--- src/rtl/fp_decode_serial.sv ---
// fp_decode_serial
//   Expands an 8-bit compressed float {S, E[2:0], F[3:0]} into a 12-bit
//   two's-complement sample D = (-1)^S * (F << E). The shift is done one bit
//   per clock. Valid/ready handshakes are used on both the input and output.
//
// Ports
//   clk        system clock, rising edge
//   rst        synchronous active-high reset
//   S, E, F    incoming float fields (sign, exponent 0-7, significand 0-15)
//   in_valid   S/E/F valid this cycle
//   in_ready   block can accept a float this cycle (IDLE and not in reset)
//   D          decoded sample, held while out_valid is high
//   out_valid  D holds a completed result
//   out_ready  downstream consumes D this cycle
module fp_decode_serial (
  input  logic        clk,
  input  logic        rst,
  input  logic        S,
  input  logic [2:0]  E,
  input  logic [3:0]  F,
  input  logic        in_valid,
  output logic        in_ready,
  output logic [11:0] D,
  output logic        out_valid,
  input  logic        out_ready
);

  typedef enum logic [1:0] {IDLE, SHIFT, SIGN, HOLD} state_t;

  state_t      state_q, state_d;
  logic [11:0] acc_q, acc_d;
  logic [2:0]  cnt_q, cnt_d;
  logic        s_q, s_d;
  logic [11:0] d_d;
  logic        ov_d;

  assign in_ready = (state_q == IDLE) & ~rst;

  always_comb begin
    state_d = state_q;
    acc_d   = acc_q;
    cnt_d   = cnt_q;
    s_d     = s_q;
    d_d     = D;
    ov_d    = out_valid;
    case (state_q)
      IDLE: begin
        if (in_valid && in_ready) begin
          acc_d   = {8'b0, F};
          cnt_d   = E;
          s_d     = S;
          state_d = SHIFT;
        end
      end
      SHIFT: begin
        if (cnt_q != 3'd0) begin
          acc_d = acc_q << 1;
          cnt_d = cnt_q - 3'd1;
        end else begin
          state_d = SIGN;
        end
      end
      SIGN: begin
        // Negating zero wraps back to zero, so there is no negative zero.
        d_d     = s_q ? (~acc_q + 12'd1) : acc_q;
        ov_d    = 1'b1;
        state_d = HOLD;
      end
      HOLD: begin
        if (out_ready) begin
          ov_d    = 1'b0;
          state_d = IDLE;
        end
      end
      default: state_d = IDLE;
    endcase
  end

  always_ff @(posedge clk) begin
    if (rst) begin
      state_q   <= IDLE;
      acc_q     <= '0;
      cnt_q     <= '0;
      s_q       <= 1'b0;
      D         <= '0;
      out_valid <= 1'b0;
    end else begin
      state_q   <= state_d;
      acc_q     <= acc_d;
      cnt_q     <= cnt_d;
      s_q       <= s_d;
      D         <= d_d;
      out_valid <= ov_d;
    end
  end

endmodule

--- config.mk ---
export PLATFORM = sky130hd
export DESIGN_NAME = fp_decode_serial
export DESIGN_NICKNAME = d
export VERILOG_FILES = /design/src/rtl/fp_decode_serial.sv
export SDC_FILE = /design/constraint.sdc
export NUM_CORES = 1
export LEC_CHECK = 0
export ABC_AREA = 1
export ABC_CLOCK_PERIOD_IN_PS = 2600
export BUFFER_PORTS_ARGS = -buffer_cell sky130_fd_sc_hd__buf_2
export CAP_MARGIN = 40
export CORE_UTILIZATION = 58
export CTS_CLUSTER_DIAMETER = 40
export DETAILED_ROUTE_END_ITERATION = 10
export PLACE_DENSITY_LB_ADDON = 0.08
export SYNTH_ARGS = -nofsm -noshare
export SYNTH_HDL_FRONTEND = slang
export SYNTH_SLANG_ARGS = --single-unit
export TNS_END_PERCENT = 10
--- constraint.sdc ---
create_clock -name clk -period 2.6 [get_ports clk]
set_input_delay 0.13 -clock clk [delete_from_list [all_inputs] [get_ports clk]]
set_output_delay 0.13 -clock clk [all_outputs]
set_load 0.02 [all_outputs]
# ---- Word level (Yosys, flattened, before mapping)
# Index checks and enable logic that the tools add are counted.
dict set report classes {
  n_mul 0
  n_eq_ne 7
  div_mod_pow 0
  n_addsub 2
  magnitude_cmp 0
  n_reduce_logical 9
  n_shift 0
  n_mux 13
  bitwise_logic 3
}
# op count
set op_table {}
lappend op_table {{two-way mux 12 bit} 3}
lappend op_table {{one-hot mux 12 bit (2 select lines)} 1}
lappend op_table {{adder 12 x 1 -> 12 bit (second input constant)} 1}
lappend op_table {{inverter 12 bit} 1}
lappend op_table {{one-hot mux 2 bit (4 select lines)} 1}
lappend op_table {{two-way mux 2 bit} 3}
lappend op_table {{two-way mux 3 bit} 2}
lappend op_table {{inequality test 2 bit (second input constant)} 3}
lappend op_table {{one-hot mux 3 bit (2 select lines)} 1}
lappend op_table {{AND reduction 3 bit} 2}
lappend op_table {{== test 2 bit (second input constant)} 2}
lappend op_table {{AND reduction 2 bit} 2}
lappend op_table {{nonzero test 2 bit} 2}
lappend op_table {{nonzero test 3 bit} 1}
lappend op_table {{subtractor 3 x 1 -> 3 bit (second input constant)} 1}
lappend op_table {{== test 2 x 1 -> 1 bit (second input constant)} 1}
lappend op_table {{logical NOT 2 bit} 1}
lappend op_table {{inequality test 2 x 1 -> 1 bit (second input constant)} 1}
lappend op_table {{one-hot mux 1 bit (2 select lines)} 1}
lappend op_table {{bitwise AND 1 bit} 1}
lappend op_table {{logical AND 1 bit} 1}
lappend op_table {{two-way mux 1 bit} 1}
lappend op_table {{inverter 1 bit} 1}
dict set report totals {
  latchBits 0
  rom_bits 0
  memories 0
  register_bits 31
  out_inout_bits 14
  in_bits 12
  word_cells 40
  ramBits 0
}

# ---- Depth between registers and ports, before layout
# Gate-level depths: netlist of the first run.
dict set report logic_depth {
  word_depth 5
  mapped_depth 10
  ltp_nobuf 10
}

# ---- Worst setup path after synthesis of the first run
# Ideal clock, no wire load.
dict set report synth_timing {
  path_type {register to register}
  start {register state_q[0]}
  end {register acc_q[1]}
  required_ns 2.483
  period_less_slack_ns 1.504
  setup_ns 0.117
  n_path_buf 1
  stages_incl_launch_ff 11
  path_slack_ns 1.096
  arrival_ns 1.387
  cell_sequence {dfxtp_1 inv_1 ha_1 inv_2 nor2_4 nand2_4 nand2_2 nand2_4 buf_6 o21ai_2 a21oi_2}
}
dict set report synth_between {
  elab_chain_cells 5
  elab_cells_between_ends 9
  cone_classes {3 x eq/ne; 1 x mux; 1 x bitwise; 4 x reduce/logical}
}
# element line_no
set synth_rtl {}
lappend synth_rtl {{start, declared} 30} ;# state_t state_q, state_d;
lappend synth_rtl {{start signal, assigned} 88} ;# state_q <= state_d;
lappend synth_rtl {{logical NOT 2 bit} 37} ;# assign in_ready = (state_q == IDLE) & ~rst;
lappend synth_rtl {{bitwise AND 1 bit} 37}
lappend synth_rtl {{via in_ready} 22} ;# output logic in_ready,
lappend synth_rtl {{logical AND 1 bit} 48} ;# if (in_valid && in_ready) begin
lappend synth_rtl {{inequality test 2 x 1 -> 1 bit (no source line)} -}
lappend synth_rtl {{AND reduction 3 bit (no source line)} -}
lappend synth_rtl {{end signal, assigned} 82} ;# acc_q <= '0;
lappend synth_rtl {{end signal, assigned} 89} ;# acc_q <= acc_d;
lappend synth_rtl {{end, declared} 31} ;# logic [11:0] acc_q, acc_d;
# The timed path passes the listed nets, and every way through them passes these cells.
# A chain may end at the register's enable or synchronous reset.

# ---- Worst setup path after layout of the first run
dict set report layout_timing {
  start {register state_q[1]}
  end {register acc_q[5]}
}
dict set report layout_between {
  elab_chain_cells 5
  elab_cells_between_ends 9
  cone_classes {3 x eq/ne; 1 x mux; 1 x bitwise; 4 x reduce/logical}
}
# element line_no
set layout_rtl {}
lappend layout_rtl {{logical NOT 2 bit} {37, 46}}
lappend layout_rtl {{bitwise AND 1 bit} 37}
lappend layout_rtl {{logical AND 1 bit} 48}
lappend layout_rtl {{inequality test 2 x 1 -> 1 bit (no source line)} -}
lappend layout_rtl {{AND reduction 3 bit (no source line)} -}
# Several ways; a longest one is shown, not always the timed one.

==> impl_metrics.yaml, run 1 <==
run_status:
  status: "complete, no violations"
logic_synthesis:
  synth_edf_count: 0
  syn_inst: 235
  synth.distinct_cells: 25
  syn-cell-area_sq_um: 1690
  synth_ff_type: "dfxtp_1"
  ys_async_sr_fraction_pct: 0
  yosys-top-cells-area: "dfxtp_1 (37%), nand2_1 (10%), nand3_1 (7.4%)"
  synthesis.nets: 255
  yosysMostFrequentCell: "nand2_1"
  yosysSeqAreaShare_pct: 36.8
  yosysTopAreaCell: "dfxtp_1"
  yosys_register_bits: 31
  avgSynthCellArea_sq_um: 7.18
  synth_common_cells: "nand2_1 (45), dfxtp_1 (31), inv_1 (25), nand3_1 (25), nor2_1 (19)"
  yosysWarnings: 0
  synth_top_area_share_pct: 36.8
cells_and_area:
  final_core_utilization_pct: 67.7
  area.growth.synth_to_final_pct: 10.7
  finalNonFillerCells: 288
  final_layout_size_suffix_gt1_share_pct: 21.4
  stdcell_area_sq_um: 1870
  n_antenna_cell: 0
  fin_nets: 276
clock_network:
  cts_tree: "yes"
  hold_buffers: 0
  cts-buffers-inserted: 5
  cts_max_level: 2
  clock_path_buffers: 2
  clk_latency_ns: 0.34
  cts_sinks: 31
  clockRootBuffer: "clkbuf_4"
  cts_resized: 0
  postCtsSetupBuffers: 0
  cts.clk_slew.worst_paths_ns: 0.10
setup_path:
  cp-endpoint: "acc_q[5]"
  worstSetupEndpointType: "flip-flop"
  cp_slowest_cell: "ha_1"
  worstReg2RegStart: "state_q[1]"
  worst-setup-path-type: "flip-flop to flip-flop"
  path_depth: 8
  crit_buf_inv: 2
  cp-start-kind: "flip-flop"
  slowest_delay_ns: 0.43
  crit_start: "state_q[1]"
  path_cells: "inv_1 > ha_1 > nand2_1 > o21ai_1 > nand2_4 > clkinv_4 > nand3_1 > a21oi_1"
  r2r_slack_ns: 0.75
  worst_ep_required_time_ns: 2.88
  crit_arrival_ns: 2.13
  critPathTopFamily: "simple AND/OR/NAND/NOR gates"
  reg2reg_depth: 8
  rr_endpoint: "acc_q[5]"
  crit_fanout: 22
pwr:
  fin_total_pwr_mw: 1.99
  p_sw_share_pct: 43.7
  clock_power_share_pct: 20.0
  pwr-share-comb_pct: 46.2
  power_switching_uw: 868
  p_per_area_nw_per_um2: 1070
  peakVddDrop_mv: 0.808
  seqPwrFrac_pct: 33.9
  intPower_mw: 1.12
  leakage_nw: 0.855
die:
  core_sq_um: 2760
  die_h_microns: 55.9
  floorplan.initialDensity_pct: 61.2
  row_count: 19
  ioPinCount: 26
  die_area_sq_um: 3130
  fp.dieW_microns: 55.9
detailed_routing:
  final_antenna_net_count: 0
  drt_wl_total_microns: 3240
  wl_per_cell_microns: 11.3
  drc: 0
  viasPerCell: 5.25
  via_count: 1511
  firstDrtPassIters: 4
  drt-initial-drc-count: 86
global_routing:
  top_usage_layer: "met2"
  grt_max_degree: 27
  grt_pass1_wl_microns: 5570
  grt_remaining_overflow: 0
  use_met3_pct: 5.12
  grt_use_met2_pct: 34.4
  use_met1_pct: 30.9
  track_usage_pct: 22.8
  grt_pass1_vias: 1256
  antenna_found_initial: 0
timing:
  worst_slew_pin_slew_ns: 0.842
  setup_tns_ns: 0
  slew_headroom_pct: 43.9
  skew_ns: 0.00640
  layout_setup_ws_ns: 0.745
  final_hold_viol_count: 0
  rsz0062_at_grt: "false"
  finalSetupViolations: 0
  finalHoldWorstSlack_ns: 0.0459
  layout_min_cycle_time_ns: 1.85
  fin_crit_sh_pct: 71.3
  drv_slew: 0
  max_freq_ghz: 0.539
place:
  place_inst: 280
  port-buffer-count: 25
  place_ws_ns: 0.775
  dp_hpwl_microns: 2360
  gp_congestion: 0.791
  place_area_sq_um: 1780
hold_path:
  hold_path.class: "input pin to flip-flop"
flow_run:
  max-cap-violations: 0
metal layers:
| metal | routed length [microns] | vias up |
|---|---|---|
| met5 | 0 | - |
| met4 | 76 | 0 |
| met3 | 153 | 10 |
| met2 | 1360 | 41 |
| met1 | 1650 | 660 |
| li1 | - | 800 |
power groups by stage:
stage	clock network, mW	logic (mW)	registers, mW
global placement	0	0.905	0.680
floorplan	0	0.688	0.764
CTS	0.403	0.927	0.673
detailed placement	0	0.922	0.684
global route	0.422	1.04	0.690
finish	0.397	0.918	0.674
layout by cell type (no fill, tap or decap), drive strengths merged:
cell type  Yosys  final
nand2         48     48
dfxtp         31     31
inv           30     30
o21ai         29     29
nand3         25     25
buf            9     25
a21oi         24     24
nor2          20     20
ha             8      8
clkbuf         2      6
o211ai         3      3
clkinv         2      3
xor2           2      2
a31oi          1      1
a31o           1      1
bufinv         0      1
worst min-delay path by stage:
stage / from / to / slack (ns) / cells past startpoint
floorplan: F[0] / acc_q[0] / 0.29 / 2
global placement: F[0] / acc_q[0] / 0.40 / 3
detailed placement: out_ready / out_valid / 0.40 / 4
CTS: out_ready / out_valid / 0.05 / 4
global route: F[0] / acc_q[0] / 0.06 / 3
finish: F[0] / acc_q[0] / 0.05 / 3
tightest hold or removal path, cell delays in order:
cell,delay (ns)
buf_2,0.09
nand3_1,0.07
a21oi_1,0.06
kinds of logic (layout without fill, tap and decap cells):
family	after synthesis	count (layout)	synth area share, %
AO/OA/AOI/OAI	58	58	20.6
XOR/XNOR	2	2	1.04
flip-flops	31	31	36.8
buffers and inverters	43	65	11.6
adder cells (fa/ha/maj)	8	8	5.93
AND/OR/NAND/NOR	93	93	24.0
layout make-up:
cell class / count / area [sq um]
clock buffer: 6 / 51.3
clock inverter: 2 / 35.0
fill: 262 / 891
inverter: 32 / 125
multi-input combinational: 161 / 871
sequential: 31 / 621
tap: 31 / 38.8
timing repair buffer: 25 / 125
flip-flops by register name, indices dropped and copies added, names as in the netlist:
name	cells
state_q	2
s_q	1
out_valid	1
D	12
acc_q	12
cnt_q	3
(Power assumes the default switching activity.)
==> run 2: changes to the inputs <==
Settings changed: ABC_CLOCK_PERIOD_IN_PS 2600 to 1600, CORE_UTILIZATION 58 to 50.
Clock period 2.6 ns to 1.6 ns, I/O delays scaled along.
==> run 2 against run 1 <==
Global-route usage grew 0.33 points. Die area up 15%. Non-clock buffer count grew 19. Fmax up 20%. Via count is 4.6% higher. Worst hold slack lost 0.034 ns. Core utilization shrank 1.4 points. Sequential cell count unchanged. Routed wire length grew 12%. Combinational power grew 110%. Critical path type unchanged. Critical endpoint is now acc_q[2]. Largest cell class unchanged. Largest power group unchanged.
==> impl_metrics.yaml, run 2 (synthesized netlist as in run 1, its figures left out) <==
run_status:
  status: "complete, no violations"
timing:
  fin_crit_sh_pct: 96.7
  slew_headroom_pct: 69.5
  rsz0062_at_grt: "true"
  final_hold_viol_count: 0
  layout_min_cycle_time_ns: 1.55
  finalSetupViolations: 0
  drv_slew: 0
  max_freq_ghz: 0.646
  worst_slew_pin_slew_ns: 0.457
  layout_setup_ws_ns: 0.0531
  skew_ns: 0.00423
detailed_routing:
  final_antenna_net_count: 0
  wl_per_cell_microns: 11.3
  drc: 0
  viasPerCell: 4.91
  drt-initial-drc-count: 54
  firstDrtPassIters: 4
  via_count: 1580
  drt_wl_total_microns: 3640
clock_network:
  cts_max_level: 2
  cts-buffers-inserted: 5
  clock_path_buffers: 2
  clk_latency_ns: 0.34
  cts_sinks: 31
  clockRootBuffer: "clkbuf_4"
  cts.clk_slew.worst_paths_ns: 0.10
  cts_tree: "yes"
pwr:
  p_per_area_nw_per_um2: 1710
  power_switching_mw: 1.55
  clock_power_share_pct: 15.0
  leakage_nw: 0.950
  intPower_mw: 2.00
  seqPwrFrac_pct: 30.8
  peakVddDrop_mv: 1.02
  p_sw_share_pct: 43.6
  pwr-share-comb_pct: 54.2
place:
  gp_congestion: 0.855
  place_ws_ns: 0.00793
  dp_hpwl_microns: 2540
  place_inst: 309
  port-buffer-count: 25
setup_path:
  worstSetupEndpointType: "flip-flop"
  worst-setup-path-type: "flip-flop to flip-flop"
  cp-start-kind: "flip-flop"
  crit_arrival_ns: 1.79
  worst_ep_required_time_ns: 1.84
  crit_fanout: 5
die:
  fp.dieW_microns: 60.1
  row_count: 20
  die_h_microns: 60.1
  floorplan.initialDensity_pct: 53.9
  core_sq_um: 3130
  die_area_sq_um: 3610
  ioPinCount: 26
cells_and_area:
  final_cell_mix: "nand2_1 (45), dfxtp_1 (30), inv_1 (25), nand3_1 (25), buf_2 (25)"
  area.growth.synth_to_final_pct: 22.9
  fin_nets: 297
  nFillCells: 294
  regArea_sq_um: 622
  n_antenna_cell: 0
  largestRegisters: "D x12, acc_q x12, cnt_q x3"
  final_layout_size_suffix_gt1_share_pct: 28.8
  finalNonFillerCells: 322
  multi_input_area_sq_um: 917
  final_common_cell: "nand2_1"
global_routing:
  track_usage_pct: 23.2
  grt_remaining_overflow: 0
  antenna_found_initial: 0
  grt_max_degree: 18
  grt_pass1_wl_microns: 6170
  grt_pass1_vias: 1400
hold_path:
  hold_path.class: "input pin to flip-flop"
flow_run:
  max-cap-violations: 0
[run 2: cell types whose count changed in the layout (fill, tap and decap cells not counted), sizes merged]
cell,previous run,this run
buf,25,42
bufinv,1,0
clkbuf,6,8
clkinv,3,2
dlygate4sd3,0,2
nand2,48,50
[run 2: final cells by class]
| type | count | share of cell area (%) |
|---|---|---|
| multi-input cells | 163 | 44.2 |
| well taps | 44 | 2.66 |
| inverters | 32 | 6.03 |
| clock buffers | 8 | 3.32 |
| flip-flops and latches | 31 | 30.0 |
| repair buffers | 44 | 13.8 |
[run 2: power by group through the flow]
stage	registers [mW]	clock network, mW	logic (mW)
finish	1.09	0.531	1.92
global route	1.12	0.558	2.15
CTS	1.09	0.537	1.83
detailed placement	1.11	0	1.77
global placement	1.10	0	1.75
floorplan	1.24	0	1.12
[run 2: metal layers]
metal / GRT usage, % / vias to the layer above / share of wire, %
met5: 0 / - / 0
met4: 12.0 / 0 / 1.4
met3: 3.90 / 5 / 4.3
met2: 37.3 / 37 / 43
met1: 29.6 / 690 / 51
li1: - / 848 / -
[run 2: final timing paths]
check	start	to	slack [ns]	cells past startpoint
worst min-delay path	S	s_q	0.01	3
worst max-delay path	cnt_q[0]	acc_q[2]	0.05	10
worst min register to register	acc_q[0]	acc_q[0]	0.47	2
worst max register to register	cnt_q[0]	acc_q[2]	0.05	10
[run 2: repair_timing]
| item | in CTS | in global routing |
|---|---|---|
| setup endpoints to repair | 6 | 13 |
| buffers inserted | 0 | 1 |
| hold buffers | 2 | 0 |
| resized for setup | 1 | 10 |
| cloned | 1 | 1 |
| endpoints found under the hold margin | 2 | 0 |
| pin swaps | 1 | 1 |
[run 2: through the flow]
| stage | area, sq um | power, mW | hold WS (ns) | utilization [%] | TNS, ns |
|---|---|---|---|---|---|
| after floorplan | 1690 | 2.36 | 0.240 | - | 0 |
| after global placement | 1930 | 2.85 | 0.350 | 61.7 | 0 |
| after detailed placement | 1930 | 2.88 | 0.351 | 61.7 | 0 |
| after CTS | 2030 | 3.46 | 0.0138 | 64.8 | 0 |
| after global routing | 2070 | 3.83 | 0.0309 | 66.3 | -0.358 |
| final | 2070 | 3.55 | 0.0120 | 66.3 | 0 |
[run 2: critical path: stages, from the launching register on]
cell and delay [ns]:
dfxtp_1 0.33, inv_1 0.05, ha_1 0.19, ha_1 0.17, inv_1 0.05, nand2_1 0.09, o21ai_4 0.12, nand2_4 0.13
buf_4 0.16, o21ai_2 0.11, a21oi_2 0.04
